[src/rtl/mem_arbiter_m1_pkg.sv]
// Shared types for the LSU / instruction-fetch memory port arbiter.
package mem_arb_pkg_m1;

    localparam int ADDR_W = 15;
    localparam int DATA_W = 16;
    localparam int DEST_W = 4;

    localparam logic [1:0] MODE_READ  = 2'd0;
    localparam logic [1:0] MODE_WRITE = 2'd1;
    localparam logic [1:0] MODE_FENCE = 2'd2;

    typedef enum logic {
        OWN_IF  = 1'b0,
        OWN_LSU = 1'b1
    } owner_t;

    typedef struct packed {
        logic [ADDR_W-1:0] address;
        logic [1:0]        mask;
        logic [1:0]        fnc_type;
        logic [DATA_W-1:0] data;
        logic [1:0]        mode;
        logic [DEST_W-1:0] wb_dest;
    } mem_req_t;

    // Modes 2 and 3 are both fences; only the upper bit matters.
    function automatic logic is_fence(input logic [1:0] mode);
        return (mode & MODE_FENCE) != 2'b00;
    endfunction

endpackage

[src/rtl/mem_arbiter_m1_owner_fifo.sv]
// In-order 1-bit owner FIFO for outstanding reads, with total and LSU-owned entry counts.
module owner_fifo_m1
    import mem_arb_pkg_m1::*;
#(
    parameter int DEPTH = 4,
    parameter int CNT_W = $clog2(DEPTH) + 1
) (
    input  logic             clk,
    input  logic             sync_rst,
    input  logic             push,
    input  owner_t           push_owner,
    input  logic             pop,
    output owner_t           head,
    output logic [CNT_W-1:0] count,
    output logic [CNT_W-1:0] lsu_count,
    output logic             full,
    output logic             empty
);

    localparam int PTR_W = $clog2(DEPTH);
    localparam logic [CNT_W-1:0] FULL_CNT = CNT_W'(DEPTH);

    logic [DEPTH-1:0] entries;
    logic [PTR_W-1:0] wr_ptr;
    logic [PTR_W-1:0] rd_ptr;
    logic             lsu_inc;
    logic             lsu_dec;

    assign head    = owner_t'(entries[rd_ptr]);
    assign full    = (count == FULL_CNT);
    assign empty   = (count == '0);
    assign lsu_inc = push && (push_owner == OWN_LSU);
    assign lsu_dec = pop && (head == OWN_LSU);

    always_ff @(posedge clk) begin
        if (sync_rst) begin
            wr_ptr    <= '0;
            rd_ptr    <= '0;
            count     <= '0;
            lsu_count <= '0;
        end else begin
            if (push) begin
                entries[wr_ptr] <= push_owner;
                wr_ptr          <= wr_ptr + 1'b1;
            end
            if (pop) begin
                rd_ptr <= rd_ptr + 1'b1;
            end
            case ({push, pop})
                2'b10:   count <= count + 1'b1;
                2'b01:   count <= count - 1'b1;
                default: count <= count;
            endcase
            case ({lsu_inc, lsu_dec})
                2'b10:   lsu_count <= lsu_count + 1'b1;
                2'b01:   lsu_count <= lsu_count - 1'b1;
                default: lsu_count <= lsu_count;
            endcase
        end
    end

endmodule

[src/rtl/mem_arbiter_m1.sv]
// Arbitrates LSU and fetch onto one memory port with read-owner tracking.
// Define MEM_ARB_LSU_PRIORITY_EN for fixed LSU priority instead of round-robin.
module mem_arbiter_m1
    import mem_arb_pkg_m1::*;
#(
    parameter int OUTST_DEPTH = 4,
    parameter int OUTST_W     = $clog2(OUTST_DEPTH) + 1
) (
    input  logic        clk,
    input  logic        clk_en,
    input  logic        sync_rst,
    input  logic        lsu_req_en,
    input  logic [14:0] lsu_address,
    input  logic [1:0]  lsu_mask,
    input  logic [1:0]  lsu_fnc_type,
    input  logic [15:0] lsu_data,
    input  logic [1:0]  lsu_mode,
    input  logic [3:0]  lsu_wb_dest,
    output logic        lsu_grant,
    output logic [15:0] lsu_rdata,
    output logic [3:0]  lsu_rdest,
    output logic        lsu_ack,
    output logic        lsu_mem_idle,
    input  logic        if_req_en,
    input  logic [14:0] if_address,
    output logic        if_grant,
    output logic [15:0] if_rdata,
    output logic        if_ack,
    output logic [14:0] mem_address_out,
    output logic [1:0]  mem_mask_out,
    output logic [1:0]  mem_read_fnc_type,
    output logic [15:0] mem_data_out,
    output logic [1:0]  mem_mode,
    output logic [3:0]  mem_wb_dest,
    output logic        mem_enable,
    input  logic        mem_available,
    input  logic        mem_idle,
    input  logic [15:0] mem_data_in,
    input  logic [3:0]  mem_wb_dest_in,
    input  logic        mem_read_ack,
    output logic        err_unexpected_ack
);

    mem_req_t           slot_p1;
    owner_t             slot_own_p1;
    mem_req_t           lsu_req;
    mem_req_t           if_req;
    logic               slot_free;
    logic               lsu_elig;
    logic               if_elig;
    logic               lsu_xfer;
    logic               if_xfer;
    logic               lsu_is_read;
    logic               fifo_push;
    logic               fifo_pop;
    owner_t             fifo_head;
    logic [OUTST_W-1:0] outst_cnt;
    logic [OUTST_W-1:0] lsu_outst;
    logic               fifo_full;
    logic               fifo_empty;

    assign lsu_req = '{address: lsu_address, mask: lsu_mask, fnc_type: lsu_fnc_type,
                       data: lsu_data, mode: lsu_mode, wb_dest: lsu_wb_dest};
    assign if_req  = '{address: if_address, mask: 2'b11, fnc_type: 2'b00,
                       data: '0, mode: MODE_READ, wb_dest: '0};

    // Slot can take a new request when empty or being drained this cycle.
    assign slot_free   = !mem_enable || mem_available;
    assign lsu_is_read = (lsu_mode == MODE_READ);

    always_comb begin
        lsu_elig = 1'b0;
        if (lsu_req_en && slot_free) begin
            if (is_fence(lsu_mode))
                lsu_elig = (outst_cnt == '0) && !mem_enable && mem_idle;
            else if (lsu_is_read)
                lsu_elig = !fifo_full;
            else
                lsu_elig = 1'b1;
        end
    end

    assign if_elig = if_req_en && slot_free && !fifo_full;

`ifdef MEM_ARB_LSU_PRIORITY_EN
    assign lsu_grant = lsu_elig;
`else
    owner_t last_grant;

    // On a tie the requester not granted last time wins.
    assign lsu_grant = lsu_elig && (!if_elig || last_grant == OWN_IF);

    always_ff @(posedge clk) begin
        if (sync_rst)
            last_grant <= OWN_IF;
        else if (lsu_xfer)
            last_grant <= OWN_LSU;
        else if (if_xfer)
            last_grant <= OWN_IF;
    end
`endif

    assign if_grant = if_elig && !lsu_grant;
    assign lsu_xfer = lsu_grant && clk_en;
    assign if_xfer  = if_grant && clk_en;

    assign fifo_push = (lsu_xfer && lsu_is_read) || if_xfer;
    assign fifo_pop  = clk_en && mem_read_ack && !fifo_empty;

    owner_fifo_m1 #(
        .DEPTH (OUTST_DEPTH),
        .CNT_W (OUTST_W)
    ) u_fifo (
        .clk        (clk),
        .sync_rst   (sync_rst),
        .push       (fifo_push),
        .push_owner (lsu_xfer ? OWN_LSU : OWN_IF),
        .pop        (fifo_pop),
        .head       (fifo_head),
        .count      (outst_cnt),
        .lsu_count  (lsu_outst),
        .full       (fifo_full),
        .empty      (fifo_empty)
    );

    // Stage p1: registered output slot toward the controller.
    always_ff @(posedge clk) begin
        if (sync_rst) begin
            mem_enable         <= 1'b0;
            slot_p1            <= '0;
            slot_own_p1        <= OWN_IF;
            err_unexpected_ack <= 1'b0;
        end else if (clk_en) begin
            if (slot_free) begin
                if (lsu_xfer) begin
                    slot_p1     <= lsu_req;
                    slot_own_p1 <= OWN_LSU;
                    mem_enable  <= 1'b1;
                end else if (if_xfer) begin
                    slot_p1     <= if_req;
                    slot_own_p1 <= OWN_IF;
                    mem_enable  <= 1'b1;
                end else begin
                    mem_enable  <= 1'b0;
                end
            end
            if (mem_read_ack && fifo_empty)
                err_unexpected_ack <= 1'b1;
        end
    end

    assign mem_address_out   = slot_p1.address;
    assign mem_mask_out      = slot_p1.mask;
    assign mem_read_fnc_type = slot_p1.fnc_type;
    assign mem_data_out      = slot_p1.data;
    assign mem_mode          = slot_p1.mode;
    assign mem_wb_dest       = slot_p1.wb_dest;

    assign lsu_rdata = mem_data_in;
    assign if_rdata  = mem_data_in;
    assign lsu_rdest = mem_wb_dest_in;
    assign lsu_ack   = mem_read_ack && !fifo_empty && (fifo_head == OWN_LSU);
    assign if_ack    = mem_read_ack && !fifo_empty && (fifo_head == OWN_IF);

    assign lsu_mem_idle = mem_idle && (lsu_outst == '0) &&
                          !(mem_enable && slot_own_p1 == OWN_LSU);

endmodule
[config.mk]
export PLATFORM = sky130hd
export DESIGN_NAME = mem_arbiter_m1
export DESIGN_NICKNAME = d
export VERILOG_FILES = /design/src/rtl/mem_arbiter_m1_pkg.sv /design/src/rtl/mem_arbiter_m1_owner_fifo.sv /design/src/rtl/mem_arbiter_m1.sv
export SDC_FILE = /design/constraint.sdc
export NUM_CORES = 1
export LEC_CHECK = 0
export ABC_CLOCK_PERIOD_IN_PS = 7100
export CAP_MARGIN = 20
export CORE_ASPECT_RATIO = 0.6
export CORE_MARGIN = 2
export CORE_UTILIZATION = 41
export DETAILED_ROUTE_END_ITERATION = 10
export PLACE_DENSITY = 0.84
export RECOVER_POWER = 50
export SKIP_CTS_REPAIR_TIMING = 1
export SLEW_MARGIN = 20
export SYNTH_ARGS = -nofsm -noshare
export SYNTH_HDL_FRONTEND = slang
export SYNTH_SLANG_ARGS = --single-unit
export TNS_END_PERCENT = 100
[constraint.sdc]
create_clock -name clk -period 7.1 [get_ports clk]
set_clock_uncertainty 0.2 [all_clocks]
set_input_delay 0.71 -clock clk [delete_from_list [all_inputs] [get_ports clk]]
set_output_delay 0.71 -clock clk [all_outputs]
set_load 0.05 [all_outputs]
==> key figures, run 1 <==
Global route
  – GRT overflow: 0
  – Global route hottest layer: met2
  – Overall global routing resource usage: 18.7%
  – Antenna violations before repair: 0
  – Pin count of the biggest net entering global routing: 62
  – GRT met1 Usage: 23.7%
  – First-pass GRT wire length: 11800 µm
  – Routing usage on met3: 8.30%
  – Vias in the first global route: 2410
  – GR Util met2: 28.1%

STA
  – Max frequency: 234 MHz
  – Tmin final: 4270 ps
  – Final TNS setup: 0 ps
  – Tcrit/Tclk final: 60.2%
  – Max transition margin: 37.0%
  – RSZ-0062 raised after global routing: no
  – Final hold slack: 263 ps
  – Worst slew pin tran: 944 ps
  – Final setup viols: 0
  – Max Slew Vio Count: 0
  – Final Hold Vio Count: 0

Final layout
  – Share of layout cells above drive strength 1: 12.7%
  – Ant. Diodes: 0
  – # nets final: 474
  – Synthesis-to-layout area growth: 38.2%
  – Most common cell after layout, fill and taps aside: clkdlybuf4s50_1
  – Most frequent cells in the layout: clkdlybuf4s50_1 (75), nor2_1 (57), dfxtp_1 (55), dlygate4sd3_1 (35), a22oi_1 (24)
  – Fin util: 59.6%

Synth
  – Synthesized net count: 405
  – Synth cell types: 47
  – Number of synthesized flops with an enable pin: 4
  – Seq/Total Area, Yosys: 41.5%
  – Avg Cell Area, Syn: 9.39 µm²
  – Async set-or-reset flop fraction in the synthesized netlist: 0%
  – Netlist Area Pre-Place: 2940 µm²
  – Cells after Synth: 313
  – Number of synthesized register bits: 59
  – Main synth FF type: dfxtp_1
  – Synth warn: 0

Worst setup path
  – Critical-path cell list: dlygate4sd3_1 > nand2b_1 > and4_1 > or4_1 > inv_8 > nand2_1 > ha_1 > fa_1 > xnor2_1 > or3_1 > a21oi_1
  – Crit. End Element: flop
  – Critical-path top delay cell: or4_1
  – Startpoint Class: primary input
  – Worst path max stage delay: 790 ps
  – CP Launch Point: mem_available
  – Cell count of the worst reg-to-reg path: 11
  – CP Max Fanout: 45
  – WS Path Type: primary input to flop
  – Critical path required time: 7140 ps
  – CP endpoint: u_fifo.lsu_count[2]
  – R2r setup slk: 3020 ps
  – Crit Reg-Reg Startpoint: u_fifo.count[0]
  – Worst path arrival time: 4310 ps
  – R2r endpoint: u_fifo.count[2]

Clock network
  – Clock Path Buffers: 2
  – TritonCTS clock tree: done
  – TritonCTS Buffers: 9
  – H-tree Lvls: 3
  – Insertion delay to the later sink of the worst-skew pair: 320 ps
  – Clock Pin Slew Worst Setup and Hold Paths: 50 ps
  – # clock sinks: 59
  – Clock root buffer master: clkbuf_16

Detailed routing
  – ANT nets after route: 0
  – Pre-antenna DRT Iters: 4
  – DR vias: 2451
  – Routed len/inst: 15.3 µm
  – Final WL: 7250 µm
  – # DRC: 0
  – Vias per cell: 5.17
  – DR iter-0 viols: 169

Floorplan
  – Initial Util: 43.1%
  – I/O pin cnt: 168
  – DIE AREA: 7890 µm²
  – Die X: 113 µm
  – Core ar.: 6820 µm²
  – Height of the die: 69.6 µm
  – Rows: 23

Placed design
  – Routability Congestion: 0.879
  – Post-detail-place hpwl: 5130 µm
  – Number of buffers added on ports: 111

Run status
  – Status: complete, no violations

Run
  – Maxcap violations: 0

Worst hold path
  – Type of the tightest min-delay check: flop to flop

Power and ir drop
  – Pwr Density: 253 nW/µm²
  – Lkg Pwr: 1.59 nW
  – Peak VDD IR: 0.133 mV
==> routing by layer <==
metal	vias to the layer above	wire, µm
met5	-	0
met4	0	57
met3	7	733
met2	112	3160
met1	1148	3300
li1	1184	-
==> power by group <==
part | total [mW] | switching [mW] | internal [mW]
sequential | 0.373 | 0.0147 | 0.358
clock | 0.400 | 0.146 | 0.254
combinational | 0.255 | 0.155 | 0.100
==> state kept, by name, indices dropped and copies added, names as in the netlist, 3 cells and up <==
signal / count
u_fifo.count: 3
u_fifo.entries: 4
u_fifo.lsu_count: 3
mem_address_out: 15
mem_data_out: 16
mem_wb_dest: 4
==> cell families after synthesis <==
logic type | count (synthesis) | synth area share (%)
AOI/OAI and AO/OA | 74 | 21.4
muxes | 4 | 1.96
DFF | 59 | 41.5
and+or+nand+nor | 100 | 15.0
buffers and inverters | 62 | 14.4
adders and majority gates | 8 | 3.91
xor gates and xnor gates | 6 | 1.79
==> through the flow <==
| step | cells | instance area (µm²) | worst slack [ps] | total power [mW] |
|---|---|---|---|---|
| 2_1_floorplan | 313 | 2940 | 2970 | 0.602 |
| 5_1_grt | 474 | 4060 | 2560 | 1.07 |
| 3_3_place_gp | 458 | 3780 | 2670 | 0.636 |
| 3_5_place_dp | 458 | 3780 | 2550 | 0.641 |
| 4_1_cts | 474 | 4060 | 2890 | 1.04 |
| 6_report | 474 | 4060 | 2830 | 1.03 |
==> how the worst min path moves through the flow <==
| stage | startpoint | slack, ps | depth (start not counted) | endpoint |
|---|---|---|---|---|
| after global placement | slot_own_p1 | 240 | 2 | slot_own_p1 |
| after global routing | slot_own_p1 | 310 | 2 | slot_own_p1 |
| after detailed placement | err_unexpected_ack | 260 | 2 | err_unexpected_ack |
| after CTS | slot_own_p1 | 270 | 2 | slot_own_p1 |
| final | slot_own_p1 | 260 | 2 | slot_own_p1 |
| after floorplan | slot_own_p1 | 230 | 2 | slot_own_p1 |
==> cell usage after synthesis, drive strengths merged, types with 3 or more instances <==
library cell | n | area (µm²)
nand2b | 5 | 31.3
nor2 | 57 | 214
clkbuf | 11 | 41.3
nor3b | 4 | 30.0
a211oi | 15 | 183
buf | 43 | 344
o21ai | 3 | 15.0
nand2 | 22 | 82.6
dfxtp | 55 | 1100
inv | 8 | 37.5
xor2 | 4 | 35.0
edfxtp | 4 | 120
ha | 6 | 75.1
or3 | 3 | 23.8
a22oi | 24 | 180
a21oi | 21 | 154
==> layout make-up <==
cell class                      count  area, µm²
Clock inverter                      4       25.0
Tap cell                           87        109
Clock buffer                       12        256
Multi-Input combinational cell    192       1300
Fill cell                         615       2760
Timing Repair Buffer              112       1120
Inverter                            8       37.5
Sequential cell                    59       1220
==> worst max-delay path: cells and delay by family <==
family | cells | cell delay, ps
buffers and inverters | 2 | 960
AND/OR/NAND/NOR | 5 | 1700
adder cells (fa/ha/maj) | 2 | 610
AO/OA/AOI/OAI | 1 | 160
XOR/XNOR | 1 | 150
(Power assumes the default switching activity.)
==> run 2, diff against run 1 <==
Settings changed: ABC_CLOCK_PERIOD_IN_PS 7100 to 4200, CORE_UTILIZATION 41 to 38, PLACE_DENSITY 0.84 to 0.79.
Clock period 7.1 ns to 4.2 ns, I/O delays scaled along.
==> run 2 against run 1 <==
Against the previous run: largest cell class unchanged; clock power increased by 68%; critical path depth down 1; first-iteration DRC count is 30% lower; global-route usage fell by 0.99 points; hold slack better by 3.3 ps.
==> key figures, run 2 (synthesized netlist as in run 1, its figures left out) <==
Worst setup path
  – Critical-path top delay cell: or4_1
  – Worst path top cell family by delay: simple AND/OR/NAND/NOR gates
  – Worst path max stage delay: 640 ps
  – Crit. End Element: flop
  – Crit Reg-Reg Startpoint: u_fifo.count[0]
  – CP Max Fanout: 6
  – Critical path required time: 4250 ps
  – Critical-path cell list: or3_1 > o21a_1 > or4_1 > inv_8 > nand2_1 > ha_1 > fa_1 > xnor2_1 > or3_1 > a21oi_1
  – Startpoint Class: flop
  – Cell count of the worst reg-to-reg path: 10
  – CP dominant cell by count: or3_1
  – CP Launch Point: u_fifo.count[0]
  – Crit path depth: 10
  – R2r setup slk: 820 ps
  – WS Path Type: flop to flop
  – WP buf/inv: 1
  – Worst path arrival time: 3430 ps

Detailed routing
  – Routed len/inst: 14.9 µm
  – Vias per cell: 4.99
  – Final WL: 7340 µm
  – # DRC: 0
  – DR vias: 2460
  – DR iter-0 viols: 118
  – Pre-antenna DRT Iters: 4
  – ANT nets after route: 0

Run status
  – Status: complete, no violations

Clock network
  – # clock sinks: 59
  – TritonCTS clock tree: done
  – TritonCTS Buffers: 9
  – Insertion delay to the later sink of the worst-skew pair: 320 ps
  – Clock Path Buffers: 2
  – Clock Pin Slew Worst Setup and Hold Paths: 50 ps
  – H-tree Lvls: 3
  – Clock root buffer master: clkbuf_16

Worst hold path
  – Type of the tightest min-delay check: flop to flop
  – WHS Path Cells: 2
  – Min-Delay Startpoint: slot_own_p1

Power and ir drop
  – Peak VDD IR: 0.261 mV
  – Lkg Pwr: 1.62 nW
  – Pwr Density: 424 nW/µm²

Floorplan
  – Die X: 118 µm
  – I/O pin cnt: 168
  – Rows: 24
  – DIE AREA: 8480 µm²
  – Core ar.: 7390 µm²
  – Initial Util: 39.8%
  – Height of the die: 72.1 µm

Global route
  – First-pass GRT wire length: 11800 µm
  – GRT overflow: 0
  – Vias in the first global route: 2370
  – Pin count of the biggest net entering global routing: 43
  – Antenna violations before repair: 0
  – Overall global routing resource usage: 17.7%

Final layout
  – Share of layout cells above drive strength 1: 12.9%
  – # nets final: 477
  – Synthesis-to-layout area growth: 39.4%
  – Largest register FFs: 16
  – Most common cell after layout, fill and taps aside: clkdlybuf4s50_1
  – Ant. Diodes: 0
  – Most frequent cells in the layout: clkdlybuf4s50_1 (77), nor2_1 (57), dfxtp_1 (55), dlygate4sd3_1 (33), a22oi_1 (24)

STA
  – Final hold slack: 267 ps
  – Final TNS setup: 0 ps
  – Max Slew Vio Count: 0
  – Worst slew pin tran: 999 ps
  – Max frequency: 296 MHz
  – Tcrit/Tclk final: 80.5%
  – RSZ-0062 raised after global routing: no
  – Final setup viols: 0
  – Tmin final: 3380 ps
  – Final Hold Vio Count: 0
  – Max transition margin: 33.4%

Placed design
  – Number of buffers added on ports: 111
  – Post-detail-place hpwl: 5120 µm
  – Routability Congestion: 0.895

Run
  – Maxcap violations: 0
## run 2: final timing paths
check,to
min reg2reg,slot_own_p1
min,slot_own_p1
max reg2reg,u_fifo.lsu_count[2]
max,u_fifo.lsu_count[2]
## run 2: layout make-up
cell class	count	area [µm²]
fill	700	3290
tap	104	130
inverter	8	37.5
sequential	59	1220
clock inverter	2	10.0
clock buffer	13	270
timing repair buffer	115	1140
multi-input combinational	192	1290
## run 2: where the power goes
group / total (mW) / leakage (nW) / internal (mW) / switching [mW]
logic: 0.434 / 0.990 / 0.169 / 0.265
clock network: 0.673 / 0.141 / 0.441 / 0.233
registers: 0.630 / 0.486 / 0.606 / 0.0241
total: 1.74 / 1.62 / 1.22 / 0.521
## run 2: worst reg2reg max path, cell delays in order (launching register included)
cell and delay [ps]:
dfxtp_1 330, or3_1 460, o21a_1 270, or4_1 640
inv_8 110, nand2_1 60, ha_1 230, fa_1 380
xnor2_1 150, or3_1 330, a21oi_1 150
## run 2: through the flow
step	cell area [µm²]	std cells	utilization, %	worst slack [ps]	total power [mW]
6_report	4100	493	55.5	819	1.74
4_1_cts	4100	493	55.5	817	1.77
2_1_floorplan	2940	313	-	536	1.02
3_3_place_gp	3820	478	51.7	748	1.08
5_1_grt	4100	493	55.5	588	1.82
3_5_place_dp	3820	478	51.7	625	1.09
## run 2: per-layer routing
metal,vias to the layer above,track usage [%],wire (µm)
met2,114,26.2,3150
met1,1137,22.7,3460
met5,-,0,0
met3,11,7.94,630
met4,0,6.96,104
li1,1198,-,-
==> run 3, diff against run 2 <==
Settings changed: ABC_CLOCK_PERIOD_IN_PS 4200 to 2900, CORE_UTILIZATION 38 to 35, PLACE_DENSITY 0.79 to 0.77.
Clock period 4.2 ns to 2.9 ns, I/O delays scaled along.
==> run 3 against run 2 <==
Against the previous run: the run now ends with setup timing left; worst setup slack worse by 1000 ps; final cell count up 7.1%; first-iteration DRC count shrank 10%; wire length rose by 5.9%; fmax rose by 9.7%; critical path depth is 2 higher; utilization is 0.38 points lower; highest routed layer unchanged.
==> key figures, run 3 (synthesized netlist as in run 1, its figures left out) <==
Placed design
  – Number of buffers added on ports: 111
  – Dpl cells: 508
  – Routability Congestion: 0.814
  – Post-DP Area: 4060 µm²
  – Setup slack at placement: -421 ps
  – Post-detail-place hpwl: 5510 µm

STA
  – RSZ-0062 raised after global routing: yes
  – Max transition margin: 40.2%
  – Final hold slack: 270 ps
  – Tcrit/Tclk final: 106%
  – Final TNS setup: -338 ps
  – Max frequency: 325 MHz
  – Worst setup margin: -181 ps
  – Tmin final: 3080 ps
  – Final Hold Vio Count: 0
  – Worst slew pin tran: 897 ps
  – Max Slew Vio Count: 0
  – Final setup viols: 3

Global route
  – Pin count of the biggest net entering global routing: 42
  – Overall global routing resource usage: 16.8%
  – First-pass GRT wire length: 11800 µm
  – GRT overflow: 0
  – Vias in the first global route: 2509
  – Antenna violations before repair: 0

Run
  – Maxcap violations: 0

Power and ir drop
  – Peak VDD IR: 0.413 mV
  – Lkg Pwr: 1.70 nW
  – Final Power: 2.63 mW
  – Pwr Density: 596 nW/µm²

Final layout
  – Fillers: 718
  – # nets final: 507
  – Most frequent cells in the layout: clkdlybuf4s50_1 (107), nor2_1 (57), dfxtp_1 (51), buf_4 (33), a22oi_1 (24)
  – Fin util: 55.1%
  – Synthesis-to-layout area growth: 50.0%
  – Non-Filler Instances: 528
  – Ant. Diodes: 0
  – Most common cell after layout, fill and taps aside: clkdlybuf4s50_1
  – Largest register FFs: 16
  – Design area: 4410 µm²
  – Share of layout cells above drive strength 1: 24.0%

Detailed routing
  – DR vias: 2550
  – Pre-antenna DRT Iters: 4
  – # DRC: 0
  – ANT nets after route: 0
  – DR iter-0 viols: 106
  – Final WL: 7780 µm
  – Vias per cell: 4.83
  – Routed len/inst: 14.7 µm

Worst setup path
  – Crit. End Element: flop
  – Startpoint Class: flop
  – Critical path required time: 2930 ps
  – CP Max Fanout: 3
  – WS Path Type: flop to flop
  – Worst path arrival time: 3110 ps

Floorplan
  – Core ar.: 8010 µm²
  – Rows: 25
  – DIE AREA: 9170 µm²
  – Initial Util: 36.7%
  – Height of the die: 75.0 µm
  – Die X: 122 µm
  – I/O pin cnt: 168

Clock network
  – TritonCTS clock tree: done
  – TritonCTS Buffers: 9
  – Insertion delay to the later sink of the worst-skew pair: 320 ps
  – Clock Path Buffers: 2
  – Clock root buffer master: clkbuf_16
  – Clock Pin Slew Worst Setup and Hold Paths: 50 ps
  – H-tree Lvls: 3
  – # clock sinks: 59

Run status
  – Failing checks: setup timing
  – Status: finished, violations left

Worst hold path
  – Type of the tightest min-delay check: flop to flop
==> run 3: layout make-up <==
type	instances	area, µm²	share of cell area, %
Sequential cell	59	1230	27.8
Multi-Input combinational cell	192	1350	30.5
Tap cell	108	135	3.06
Timing Repair Buffer	145	1380	31.2
Clock buffer	10	250	5.67
Inverter	8	37.5	0.851
Clock inverter	6	37.5	0.851
==> run 3: per-layer routing <==
| metal | vias up | wire [µm] | track usage (%) |
|---|---|---|---|
| met5 | - | 0 | 0 |
| met4 | 0 | 48 | 4.73 |
| met3 | 6 | 643 | 6.67 |
| met2 | 95 | 3540 | 28.3 |
| met1 | 1195 | 3550 | 20.1 |
| li1 | 1254 | - | - |
==> run 3: critical path, stage by stage, from the launching register on <==
cell	delay, ps
dfxtp_2	320
or3b_4	420
o311ai_2	300
or4_4	230
inv_8	40
buf_6	110
a21oi_4	110
ha_2	200
inv_2	40
fa_1	410
xor2_1	160
or3_1	300
a21oi_1	150
==> run 3: report_power, final <==
group | internal [mW] | switching (mW)
clock | 0.626 | 0.364
sequential | 0.878 | 0.0343
combinational | 0.317 | 0.408
total | 1.82 | 0.807
==> run 3: final timing paths <==
| path | startpoint | end | slack, ps | cells after the start |
|---|---|---|---|---|
| worst min register to register | slot_own_p1 | slot_own_p1 | 270 | 2 |
| worst max-delay path | u_fifo.count[0] | u_fifo.count[2] | -180 | 12 |
| worst min-delay path | slot_own_p1 | slot_own_p1 | 270 | 2 |
| worst max register to register | u_fifo.count[0] | u_fifo.count[2] | -180 | 12 |
